==> src/rtl/fib_rr_scheduler.sv <==
// Shares one Fibonacci stepping engine between two requesters.
// Requests go through a round-robin arbiter, and each response is tagged with the requester id.
//
// state | meaning
// IDLE  | waiting for a request, arbitrates on the edge
// LOAD  | grant pulse, engine seeded with F(0), F(1)
// STEP  | one Fibonacci iteration per cycle, cnt counts down
// DONE  | rsp_valid pulse, result/overflow registered on entry
module fib_rr_scheduler #(
   parameter int WIDTH = 6,
   parameter int IDXW  = 4
) (
   input  logic             clock,
   input  logic             reset,
   input  logic             req0,
   input  logic [IDXW-1:0]  idx0,
   input  logic             req1,
   input  logic [IDXW-1:0]  idx1,
   output logic [1:0]       gnt,
   output logic             busy,
   output logic             rsp_valid,
   output logic             rsp_id,
   output logic [WIDTH-1:0] result,
   output logic             overflow,
   output logic [1:0]       state
);

   localparam logic [1:0] S_IDLE = 2'd0;
   localparam logic [1:0] S_LOAD = 2'd1;
   localparam logic [1:0] S_STEP = 2'd2;
   localparam logic [1:0] S_DONE = 2'd3;

   localparam logic [IDXW-1:0]  CNT_ONE = 1;
   localparam logic [WIDTH-1:0] VAL_ONE = 1;

   logic [1:0]       state_q, state_d;
   logic [IDXW-1:0]  cnt_q, cnt_d;
   logic             cur_id_q, cur_id_d;
   logic             last_grant_q, last_grant_d;
   logic [WIDTH-1:0] a_q, a_d, b_q, b_d;
   logic             a_ovf_q, a_ovf_d, b_ovf_q, b_ovf_d;
   logic [WIDTH-1:0] result_q, result_d;
   logic             overflow_q, overflow_d;
   logic             rsp_id_q, rsp_id_d;
   logic [WIDTH:0]   sum;
   logic             win;

   always_comb begin
      state_d      = state_q;
      cnt_d        = cnt_q;
      cur_id_d     = cur_id_q;
      last_grant_d = last_grant_q;
      a_d          = a_q;
      b_d          = b_q;
      a_ovf_d      = a_ovf_q;
      b_ovf_d      = b_ovf_q;
      result_d     = result_q;
      overflow_d   = overflow_q;
      rsp_id_d     = rsp_id_q;
      win          = 1'b0;
      sum          = {1'b0, a_q} + {1'b0, b_q};

      case (state_q)
         S_IDLE: begin
            if (req0 || req1) begin
               // On contention the requester that was not served last wins
               win          = (req0 && req1) ? ~last_grant_q : req1;
               cnt_d        = win ? idx1 : idx0;
               cur_id_d     = win;
               last_grant_d = win;
               state_d      = S_LOAD;
            end
         end
         S_LOAD: begin
            a_d     = '0;
            b_d     = VAL_ONE;
            a_ovf_d = 1'b0;
            b_ovf_d = 1'b0;
            state_d = (cnt_q == '0) ? S_DONE : S_STEP;
         end
         S_STEP: begin
            a_d     = b_q;
            b_d     = sum[WIDTH-1:0];
            a_ovf_d = b_ovf_q;
            b_ovf_d = a_ovf_q | b_ovf_q | sum[WIDTH];
            cnt_d   = cnt_q - CNT_ONE;
            if (cnt_q == CNT_ONE) state_d = S_DONE;
         end
         default: begin
            state_d = S_IDLE;
         end
      endcase

      // Capture the engine's next 'a' so result lines up with the DONE cycle
      if (state_d == S_DONE && state_q != S_DONE) begin
         result_d   = a_d;
         overflow_d = a_ovf_d;
         rsp_id_d   = cur_id_q;
      end
   end

   always_ff @(posedge clock or negedge reset) begin
      if (!reset) begin
         state_q      <= S_IDLE;
         cnt_q        <= '0;
         cur_id_q     <= 1'b0;
         last_grant_q <= 1'b1;
         a_q          <= '0;
         b_q          <= '0;
         a_ovf_q      <= 1'b0;
         b_ovf_q      <= 1'b0;
         result_q     <= '0;
         overflow_q   <= 1'b0;
         rsp_id_q     <= 1'b0;
      end else begin
         state_q      <= state_d;
         cnt_q        <= cnt_d;
         cur_id_q     <= cur_id_d;
         last_grant_q <= last_grant_d;
         a_q          <= a_d;
         b_q          <= b_d;
         a_ovf_q      <= a_ovf_d;
         b_ovf_q      <= b_ovf_d;
         result_q     <= result_d;
         overflow_q   <= overflow_d;
         rsp_id_q     <= rsp_id_d;
      end
   end

   assign gnt       = (state_q == S_LOAD) ? (cur_id_q ? 2'b10 : 2'b01) : 2'b00;
   assign busy      = (state_q != S_IDLE);
   assign rsp_valid = (state_q == S_DONE);
   assign rsp_id    = rsp_id_q;
   assign result    = result_q;
   assign overflow  = overflow_q;
   assign state     = state_q;

endmodule

==> config.mk <==
export PLATFORM = sky130hd
export DESIGN_NAME = fib_rr_scheduler
export DESIGN_NICKNAME = d
export VERILOG_FILES = /design/src/rtl/fib_rr_scheduler.sv
export SDC_FILE = /design/constraint.sdc
export NUM_CORES = 1
export LEC_CHECK = 0
export CAP_MARGIN = 25
export CORE_AREA = 2 2 60 62
export CTS_BUF_LIST = sky130_fd_sc_hd__clkbuf_16
export DETAILED_ROUTE_END_ITERATION = 10
export DIE_AREA = 0 0 62 64
export PLACE_DENSITY = 0.73
export SKIP_CTS_REPAIR_TIMING = 1
export SYNTH_ARGS = -nofsm -noshare
export SYNTH_HDL_FRONTEND = slang
export SYNTH_SLANG_ARGS = --single-unit
==> constraint.sdc <==
create_clock -name clock -period 2.45 [get_ports clock]
set_input_delay 0.49 -clock clock [delete_from_list [all_inputs] [get_ports clock]]
set_output_delay 0.49 -clock clock [all_outputs]
set_load 0.005 [all_outputs]
==> results of run 1 <==
## placed cells by master (no fill, tap or decap), types with 2 or more instances in the layout
| master | synthesis | routed |
|---|---|---|
| dfrtp_1 | 29 | 29 |
| clkdlybuf4s50_1 | 0 | 25 |
| inv_1 | 22 | 22 |
| nand2_1 | 15 | 15 |
| o21ai_1 | 13 | 13 |
| ha_1 | 13 | 13 |
| mux2i_1 | 8 | 8 |
| nor2_1 | 5 | 5 |
| a21oi_1 | 5 | 5 |
| clkbuf_16 | 0 | 5 |
| a21o_1 | 4 | 4 |
| mux2_1 | 4 | 4 |
| buf_4 | 1 | 4 |
| nand3_1 | 3 | 3 |
| a31oi_1 | 2 | 2 |
| and2_1 | 2 | 2 |
| nor2b_1 | 2 | 2 |
| a211oi_1 | 2 | 2 |
| o21ai_0 | 2 | 2 |
| xor2_1 | 2 | 2 |
| o22ai_1 | 2 | 2 |
| a2bb2oi_1 | 2 | 2 |
| nand3b_1 | 2 | 2 |
## area by class of cell
cell class,count,share of cell area (%)
sequential,30,35.6
timing repair buffer,29,13.3
clock buffer,5,5.92
clock inverter,3,0.770
tap,46,2.73
multi-input combinational,106,37.8
inverter,22,3.91
## state kept, by name (all words and copies together) (netlist names), 2 cells and up
signal,cells
cnt_q,4
result,6
state,2
b_q,6
a_q,6
## worst min path at each step
stage | from | to | slack (ps)
after detailed placement | a_q[3] | a_q[3] | 510
final | result[1] | result[1] | 520
after CTS | a_q[3] | a_q[3] | 520
after floorplan | reset | a_ovf_q | 190
after global routing | a_q[0] | a_q[0] | 530
after global placement | rsp_id | rsp_id | 500
## per-layer routing
metal / part of all wire [%] / vias to the layer above / track usage [%]
met5: 0 / - / 0
met4: 1.0 / 0 / 4.79
met3: 3.7 / 5 / 6.88
met2: 49 / 29 / 31.3
met1: 47 / 612 / 28.2
li1: - / 623 / -
## cell families (layout without fill, tap and decap cells)
kind of cell	Yosys count	count (layout)	share of synthesized area [%]
AO/OA/AOI/OAI	43	43	17.5
AND/OR/NAND/NOR	33	33	9.30
flip-flops	30	30	45.1
buffers and inverters	28	59	7.05
adder cells (fa/ha/maj)	14	14	11.0
multiplexers	14	14	9.08
XOR/XNOR	2	2	1.05
## stage by stage
step           power (W)  hold WS (ps)  setup WS, ps
6_report         0.00235           520           238
5_1_grt          0.00253           530           161
4_1_cts          0.00236           517           237
3_5_place_dp     0.00178           509           296
3_3_place_gp     0.00173           496           366
2_1_floorplan    0.00143           194           604
## power by group
part           internal [W]  switching, W
clock network      0.000369      0.000210
logic              0.000471      0.000562
registers          0.000624      0.000113
## worst register-to-register path, delay by kind of cell, from the launching register on
kind	cells	cell delay, ps
fa+ha+maj	1	310
flops	1	460
mux	1	190
buf+inv	2	310
simple gates	2	580
compound gates	1	140
==> impl_results.md, run 1 <==
- Clock skew: 7.84 ps
- Vias in the first global route: between 1000 and 1500
- Congestion Overflow GR: 0
- Seq/Total Area, Yosys: 45.1%
- Critical Path Start Type: flop
- R2R Setup Slk: 400 ps
- Cell depth of the worst setup path: 4
- # DRC: 0
- Most common cell in the netlist: dfrtp_1
- Top-area cell type share of the netlist area: 43.5%
- Layout cells sized above 1: 8.21%
- Area leader, netlist: dfrtp_1
- Crit path capture: busy
- RR Startpoint: state[0]
- DRT Wirelength: about 3500 µm
- RSZ-0062 raised after global routing: no
- Yosys cell types: 43
- WL/cell: 14.3 µm
- CTS Buf Count: 5
- Crit-path max FO: 9
- Leakage: 0.999 nW
- Final Max Tran Viols: 0
- Root buffer cell: clkbuf_16
- Reg2Reg Depth: 7
- Initial antenna violation count: 0
- Die Wd: 62 µm
- Req. time, crit path: 1960 ps
- Synth top area cells: dfrtp_1 (44%), ha_1 (9.8%), inv_1 (5.0%), mux2i_1 (4.8%), o21ai_1 (3.9%)
- DR vias/cell: roughly 5.3
- Util after Layout: 64.3%
- Ports: 26
- CP endpoint kind: primary output
- Slew Limit Headroom: 69.0%
- Placed cell count: 233
- Syn avg cell area: 10.2 µm²
- CP peak stage delay: 490 ps
- Netlist Area Pre-Place: roughly 1700 µm²
- Critical R2R Capture: b_q[5]
- Final hold vios: 0
- Starting density of the core: 50.8%
- Final Cycle Share: 90.3%
- Minimum clock period: 2210 ps
- CP Buf/Inv Count: 3
- Top delay family on crit path: buffers and inverters
- Setup CP Type: reg -> out
- Gpl congestion: 0.851
- Largest net degree at the start of global routing: 31
- Htree depth: 2
- Diode count: 0
- Critical path's most frequent cell: inv_1
- Area Overhead vs Synth: 26.6%
- Multi-input logic area: 798 µm²
- DR vias: 1269
- Global-route wire length before repair: about 6000 µm
- Status: complete, no violations
- Row cnt: 21
- Worst-margin pin slew: 465 ps
- Synth cell count leaders: dfrtp_1 (29), inv_1 (22), nand2_1 (15), ha_1 (13), o21ai_1 (13)
- Die height: 64 µm
- Initial DRC count: 72
- Global Route Usage Sum: 20.6%
- Clk_lat worst skew: between 200 and 300 ps
- Pwr/cell area: 1110 nW/µm²
- Hold path depth: 2
- Hpwl dp: 2590 µm
- Post-synth EDFFs: 0
- CTS clk-pin slew, worst paths: approximately 40 ps
- Max VDD drop: 0.641 mV
- Crit path DAT: 1720 ps
- Die area: 3970 µm²
- Post-synth net total: 190
- Setup TNS: 0 ps
- Hold Path Class: reg -> reg
- Highest clock rate: 0.452 GHz
- Post-synthesis cell count: 164
- CTS tree: yes
- Fill cell count: 270
- Worst path slowest cell: clkdlybuf4s50_1
- Design Area, Final: between 2000 and 2500 µm²
- Crit-path cells: inv_1, ha_1, inv_1, clkdlybuf4s50_1
- Synth Flop Type: dfrtp_1
- Ys Warns: 0
- Number of routed nets with antenna violations: 0
- Placed Area: 1970 µm²
- Worst setup startpoint: state[0]
- Core area: 3280 µm²
- # clock sinks: 30
- Max Cap Viol: 0
- Final setup violation count: 0
- Drt pass-1 iters: 4
- Clock buffer depth: 2
- Reg area: roughly 750 µm²
- Final nets: 220
- Post-route insts no fill: 241
- FF+latch count, synth: 30
- FFs w/ async S/R, synth: 100%
- Port buffer count: 25
Power figures use the tool's default switching activity.
==> run 2, diff against run 1 <==
CAP_MARGIN = 40   (was 25)
==> results of run 2 <==
Final layout, timing and power as in run 1 (identical DEF).
